**config.mk**
```make
export PLATFORM = sky130hd
export DESIGN_NAME = bc_1553_scheduler
export DESIGN_NICKNAME = d
export VERILOG_FILES = /design/src/rtl/bc_1553_scheduler.sv
export SDC_FILE = /design/constraint.sdc
export NUM_CORES = 1
export LEC_CHECK = 0
export BUFFER_PORTS_ARGS = -buffer_cell sky130_fd_sc_hd__buf_4
export CAP_MARGIN = 20
export CORE_ASPECT_RATIO = 0.6
export CORE_UTILIZATION = 40
export DETAILED_ROUTE_END_ITERATION = 10
export GPL_ROUTABILITY_DRIVEN = 0
export PLACE_DENSITY_LB_ADDON = 0.12
export SYNTH_ARGS = -nofsm -noshare
export SYNTH_HDL_FRONTEND = slang
export SYNTH_SLANG_ARGS = --single-unit
export TNS_END_PERCENT = 1
```
**constraint.sdc**
```tcl
create_clock -name aclk -period 3.5 [get_ports aclk]
set_input_delay 0.7 -clock aclk [delete_from_list [all_inputs] [get_ports aclk]]
set_output_delay 0.7 -clock aclk [all_outputs]
set_load 0.01 [all_outputs]
```
**src/rtl/bc_1553_scheduler.sv**
```systemverilog
// bc_1553_scheduler
//
// Bus-controller message sequencer sitting between the host register/DMA
// logic and the 1553 encode/decode core. One command word is accepted at a
// time. The command and any BC->RT data words go out on the transmit stream.
// The RT status word and any RT->BC data words are then supervised on the
// receive stream, under a response timeout. Every message that is not aborted
// by reset ends with exactly one result record.
//
// Ports
//   aclk, arstn                      clock (rising edge), async active-low reset
//   s_cmd_data/valid/ready           command word handshake from host
//   s_data_tdata/tvalid/tready       BC->RT data words from host
//   m_tx_tdata/tsync/tvalid/tready   word stream to core (tsync 1 = cmd/status sync)
//   s_rx_tdata/tsync/terr/tvalid     decoded words from core, no backpressure
//   m_rdata/m_rdata_valid            RT->BC data words to host, one-cycle pulse
//   m_sts_status/result/count        result record: status word, result code, word count
//   m_sts_valid/m_sts_ready          result record handshake
//   busy                             high whenever a message is in progress
//
// Result codes: 0 OK, 1 timeout, 2 rx error, 3 protocol error, 4 short count.

module bc_1553_scheduler #(
    parameter int TIMEOUT_CYCLES = 4000
) (
    input  logic        aclk,
    input  logic        arstn,
    input  logic [15:0] s_cmd_data,
    input  logic        s_cmd_valid,
    output logic        s_cmd_ready,
    input  logic [15:0] s_data_tdata,
    input  logic        s_data_tvalid,
    output logic        s_data_tready,
    output logic [15:0] m_tx_tdata,
    output logic        m_tx_tsync,
    output logic        m_tx_tvalid,
    input  logic        m_tx_tready,
    input  logic [15:0] s_rx_tdata,
    input  logic        s_rx_tsync,
    input  logic        s_rx_terr,
    input  logic        s_rx_tvalid,
    output logic [15:0] m_rdata,
    output logic        m_rdata_valid,
    output logic [15:0] m_sts_status,
    output logic [2:0]  m_sts_result,
    output logic [5:0]  m_sts_count,
    output logic        m_sts_valid,
    input  logic        m_sts_ready,
    output logic        busy
);

    localparam int TW = $clog2(TIMEOUT_CYCLES + 1);

    typedef enum logic [2:0] {
        IDLE,
        SEND_CMD,
        SEND_DATA,
        WAIT_STATUS,
        RECV_DATA,
        REPORT
    } state_t;

    typedef enum logic [2:0] {
        RES_OK      = 3'd0,
        RES_TIMEOUT = 3'd1,
        RES_RX_ERR  = 3'd2,
        RES_PROTO   = 3'd3,
        RES_SHORT   = 3'd4
    } result_t;

    state_t        state;
    state_t        state_next;
    result_t       sts_result;
    result_t       result_next;

    logic [15:0]   cmd_reg;
    logic [5:0]    wc;
    logic [5:0]    count;
    logic [15:0]   status_reg;
    logic [TW-1:0] timer;

    logic          cmd_accept;
    logic          data_hs;
    logic          status_load;
    logic          rdata_load;
    logic          result_load;

    logic [4:0]    rt_addr;
    logic          cmd_tr;
    logic          last_word;
    logic          timer_expired;

    assign rt_addr       = cmd_reg[15:11];
    assign cmd_tr        = cmd_reg[10];
    assign last_word     = ((count + 6'd1) == wc);
    assign timer_expired = (timer == TW'(TIMEOUT_CYCLES));

    assign m_sts_valid  = (state == REPORT);
    assign m_sts_status = status_reg;
    assign m_sts_result = sts_result;
    assign m_sts_count  = count;
    assign busy         = (state != IDLE);

    // State register. Reset drops straight back to IDLE, which abandons any
    // message in flight without producing a result record.
    always_ff @(posedge aclk or negedge arstn) begin
        if (!arstn) begin
            state <= IDLE;
        end else begin
            state <= state_next;
        end
    end

    // Next-state and handshake decode. The transmit side is purely
    // combinational so the SEND_DATA pass-through adds no latency and the
    // transmit valid falls as soon as reset forces the state to IDLE.
    // s_cmd_ready is also gated by arstn so it reads 0 while reset is held.
    // In the receive states an arriving word is examined before the timer,
    // so a word landing on the expiry cycle still counts.
    always_comb begin
        state_next    = state;
        result_next   = RES_OK;
        result_load   = 1'b0;
        cmd_accept    = 1'b0;
        data_hs       = 1'b0;
        status_load   = 1'b0;
        rdata_load    = 1'b0;
        s_cmd_ready   = 1'b0;
        s_data_tready = 1'b0;
        m_tx_tdata    = 16'h0000;
        m_tx_tsync    = 1'b0;
        m_tx_tvalid   = 1'b0;

        case (state)
            IDLE: begin
                s_cmd_ready = arstn;
                if (s_cmd_valid && arstn) begin
                    cmd_accept = 1'b1;
                    state_next = SEND_CMD;
                end
            end

            SEND_CMD: begin
                m_tx_tdata  = cmd_reg;
                m_tx_tsync  = 1'b1;
                m_tx_tvalid = 1'b1;
                if (m_tx_tready) begin
                    state_next = cmd_tr ? WAIT_STATUS : SEND_DATA;
                end
            end

            SEND_DATA: begin
                m_tx_tdata    = s_data_tdata;
                m_tx_tsync    = 1'b0;
                m_tx_tvalid   = s_data_tvalid;
                s_data_tready = m_tx_tready;
                if (s_data_tvalid && m_tx_tready) begin
                    data_hs = 1'b1;
                    if (last_word) begin
                        if (rt_addr == 5'd31) begin
                            state_next  = REPORT;
                            result_load = 1'b1;
                            result_next = RES_OK;
                        end else begin
                            state_next = WAIT_STATUS;
                        end
                    end
                end
            end

            WAIT_STATUS: begin
                if (s_rx_tvalid) begin
                    if (s_rx_terr) begin
                        state_next  = REPORT;
                        result_load = 1'b1;
                        result_next = RES_RX_ERR;
                    end else if (!s_rx_tsync || (s_rx_tdata[15:11] != rt_addr)) begin
                        state_next  = REPORT;
                        result_load = 1'b1;
                        result_next = RES_PROTO;
                    end else begin
                        status_load = 1'b1;
                        if (cmd_tr) begin
                            state_next = RECV_DATA;
                        end else begin
                            state_next  = REPORT;
                            result_load = 1'b1;
                            result_next = RES_OK;
                        end
                    end
                end else if (timer_expired) begin
                    state_next  = REPORT;
                    result_load = 1'b1;
                    result_next = RES_TIMEOUT;
                end
            end

            RECV_DATA: begin
                if (s_rx_tvalid) begin
                    if (s_rx_terr) begin
                        state_next  = REPORT;
                        result_load = 1'b1;
                        result_next = RES_RX_ERR;
                    end else if (s_rx_tsync) begin
                        state_next  = REPORT;
                        result_load = 1'b1;
                        result_next = RES_PROTO;
                    end else begin
                        rdata_load = 1'b1;
                        if (last_word) begin
                            state_next  = REPORT;
                            result_load = 1'b1;
                            result_next = RES_OK;
                        end
                    end
                end else if (timer_expired) begin
                    state_next  = REPORT;
                    result_load = 1'b1;
                    result_next = (count != 6'd0) ? RES_SHORT : RES_TIMEOUT;
                end
            end

            REPORT: begin
                if (m_sts_ready) begin
                    state_next = IDLE;
                end
            end

            default: begin
                state_next = IDLE;
            end
        endcase
    end

    // Message datapath: latched command, word counts, status word, result
    // code and the response timer. The timer sits at zero outside the two
    // receive states, so it always starts from zero on entry to WAIT_STATUS,
    // and it restarts on every received word.
    always_ff @(posedge aclk or negedge arstn) begin
        if (!arstn) begin
            cmd_reg       <= 16'h0000;
            wc            <= 6'd0;
            count         <= 6'd0;
            status_reg    <= 16'h0000;
            sts_result    <= RES_OK;
            timer         <= '0;
            m_rdata       <= 16'h0000;
            m_rdata_valid <= 1'b0;
        end else begin
            m_rdata_valid <= rdata_load;
            if (rdata_load) begin
                m_rdata <= s_rx_tdata;
            end

            if (cmd_accept) begin
                cmd_reg    <= s_cmd_data;
                wc         <= (s_cmd_data[4:0] == 5'd0) ? 6'd32 : {1'b0, s_cmd_data[4:0]};
                count      <= 6'd0;
                status_reg <= 16'h0000;
                sts_result <= RES_OK;
            end else if (data_hs || rdata_load) begin
                count <= count + 6'd1;
            end

            if (status_load) begin
                status_reg <= s_rx_tdata;
            end

            if (result_load) begin
                sts_result <= result_next;
            end

            if ((state == WAIT_STATUS || state == RECV_DATA) && !s_rx_tvalid) begin
                timer <= timer + 1'b1;
            end else begin
                timer <= '0;
            end
        end
    end

endmodule
```
==> results.py <==
metrics = {
    "yosys": {
        "synth.top_cells.by_area": "dfrtp_1 (51%), nand2_1 (13%), a22o_1 (4.3%), nand3_1 (3.7%), xor2_1 (3.6%)",
        "synth_largest_area_cell": "dfrtp_1",
        "synth_async_sr_flop_share": 1.00,
        "synth_edf_count": 0,
        "syn-cell-area_mm2": 0.00389,
        "synth-seq-area-share": 0.508,
        "synthDistinctLibCells": 53,
        "yosysTopAreaCellShare": 0.508,
        "synth.most_common_cell": "nand2_1",
        "yosysWarningCount": 0,
        "synth_nets": 494,
        "syn_area_per_cell_um2": 8.99,
        "synth-seq-cells": 79,
        "synth_common_cells": "nand2_1 (139), dfrtp_1 (79), nor2_1 (31)",
        "syn_inst": 433,
        "synthFlopType": "dfrtp_1",
    },
    "setup_path": {
        "critPathArrivalTime_ns": 2.16,
        "worst_path_most_repeated_cell": "buf_4",
        "start_kind": "flop",
        "crit_family": "simple AND/OR/NAND/NOR gates",
        "crit_chain": "nor3_4 > buf_4 > a22o_1 > buf_4",
        "cp_num_buf_inv": 2,
        "cp_max_fo": 17,
        "worst-setup-path-type": "reg -> out",
        "critPathMaxStageDelay_ns": 0.66,
        "cp_slowest_cell": "nor3_4",
        "crit_path_end_kind": "output pin",
        "critPathRequiredTime_ns": 2.80,
    },
    "sta": {
        "timing.setup.tns_ns": 0,
        "rsz0062_at_grt": "false",
        "hold_ws_ns": 0.249,
        "worst_clock_skew_ns": 0.00733,
        "tightest_slew_ns": 0.782,
        "slew_viol_final": 0,
        "slew_headroom": 0.478,
        "hold_viol": 0,
        "finalCritPeriodShare": 0.817,
        "min_period_ns": 2.86,
        "setup_viol": 0,
        "fmax_mhz": 350,
        "worst_slack_ns": 0.639,
    },
    "grt": {
        "antenna_found_initial": 0,
        "grtUsageMet1": 0.326,
        "grt_pass1_vias": 3350,
        "grt.met3_usage": 0.0620,
        "grt_pass1_wl_mm": 17.1,
        "grt_max_degree": 62,
        "top_usage_layer": "met1",
        "grt_util_all_layers": 0.223,
        "grt-ovfl-total": 0,
        "met2_usage": 0.317,
    },
    "placed_design": {
        "post-place-cells": 669,
        "dpl_cell_area_mm2": 0.00492,
        "post-place-ws_ns": 1.02,
        "hpwlAfterDp_mm": 7.71,
        "numPortBuffers": 120,
    },
    "clocking": {
        "post_cts.repair.setup_buffers": 0,
        "cts_buffers": 9,
        "cts-resized-gates": 0,
        "h-tree-depth": 3,
        "clkSinkCount": 79,
        "root_buffer": "clkbuf_16",
        "cts.path.max_buffers": 2,
        "ctsHoldBuffers": 0,
        "cts_tree": "built",
        "clkTransAtPathRegs_ns": 0.06,
        "clk_latency_ns": 0.34,
    },
    "floorplan": {
        "ioPinCount": 121,
        "core_region_area_mm2": 0.00929,
        "rows": 27,
        "die_y_um": 78.4,
        "dieWidth_um": 129,
        "dieArea_mm2": 0.0101,
        "initial_core_util": 0.419,
    },
    "cells_and_area": {
        "fin_cells": 685,
        "nNetsFinal": 611,
        "design_area_mm2": 0.00526,
        "antenna_cells": 0,
        "layout-drive-gt1-share": 0.283,
        "syn2layout_area_growth_pct": 35.2,
    },
    "worst_hold_path": {
        "hold_path.class": "in -> async",
    },
    "outcome": {
        "outcome": "finished clean",
    },
    "detailed_routing": {
        "via_per_inst": 5.04,
        "avgRoutedWirePerCell_um": 15.5,
        "postRouteWirelength_mm": 10.6,
        "first_iter_violations": 182,
        "drc": 0,
        "antenna_left": 0,
        "first_pass_iters": 4,
        "route.vias.total": 3454,
    },
    "power_and_ir_drop": {
        "power_density_mw_per_mm2": 737,
        "ir_worst_vdd_uv": 513,
        "p_leak_nw": 2.80,
    },
    "flow_run": {
        "maxCapViolCount": 0,
    },
}
-- final timing paths --
check                                   to  cells after the start  startpoint  slack, ns
max in group asynchronous            wc[4]                      2       arstn       2.18
setup / recovery             m_tx_tdata[8]                      4    state[2]       0.64
min in group aclk               m_rdata[4]                      2  m_rdata[4]       0.48
hold / removal                  cmd_reg[6]                      1       arstn       0.25
setup reg to reg           m_sts_result[2]                      8    state[2]       1.13
hold reg to reg                 m_rdata[4]                      2  m_rdata[4]       0.48
-- report_power, final --
group | switching [mW] | internal, mW | total (mW) | leakage, nW
Combinational | 0.729 | 0.687 | 1.42 | 1.58
Sequential | 0.273 | 1.13 | 1.40 | 1.05
Clock | 0.359 | 0.703 | 1.06 | 0.169
-- metrics by stage --
step / utilization / power [mW]
final: 0.566 / 3.88
after floorplan: - / 2.19
after CTS: 0.566 / 3.91
after global placement: 0.529 / 2.79
after detailed placement: 0.529 / 2.82
after global routing: 0.566 / 4.12
-- cell usage in the layout (no fill, tap or decap), drive strengths merged, types with 3 or more instances in the layout --
master,n
nor2,33
o21ai,6
dfrtp,79
nor4,3
nand2,139
ha,4
and3,9
xnor2,9
nand3,30
a21o,3
nand4,5
xor2,16
a22o,19
clkbuf,14
a31oi,3
mux2,5
nor3,6
a21oi,5
inv,10
buf,128
-- layout make-up --
type	count	area (µm²)
tap	130	163
inverter	11	41.3
clock inverter	2	60.1
sequential	79	1980
clock buffer	14	284
multi-input combinational	321	1780
fill	846	4030
timing repair buffer	128	961
-- cell families (layout without fill, tap and decap cells) --
family	Yosys count	after routing	synth area share
flops	79	79	0.508
fa+ha+maj	4	4	0.0129
buf+inv	33	155	0.0370
compound gates	47	47	0.0939
simple gates	239	239	0.275
mux	6	6	0.0170
xor+xnor	25	25	0.0563
-- layer usage --
layer	part of all wire	vias to the layer above
met1	0.51	1637
li1	-	1692
met2	0.42	111
met3	0.065	14
met4	0.011	0
met5	0	-
No activity file was read; power rests on OpenSTA's default activity.
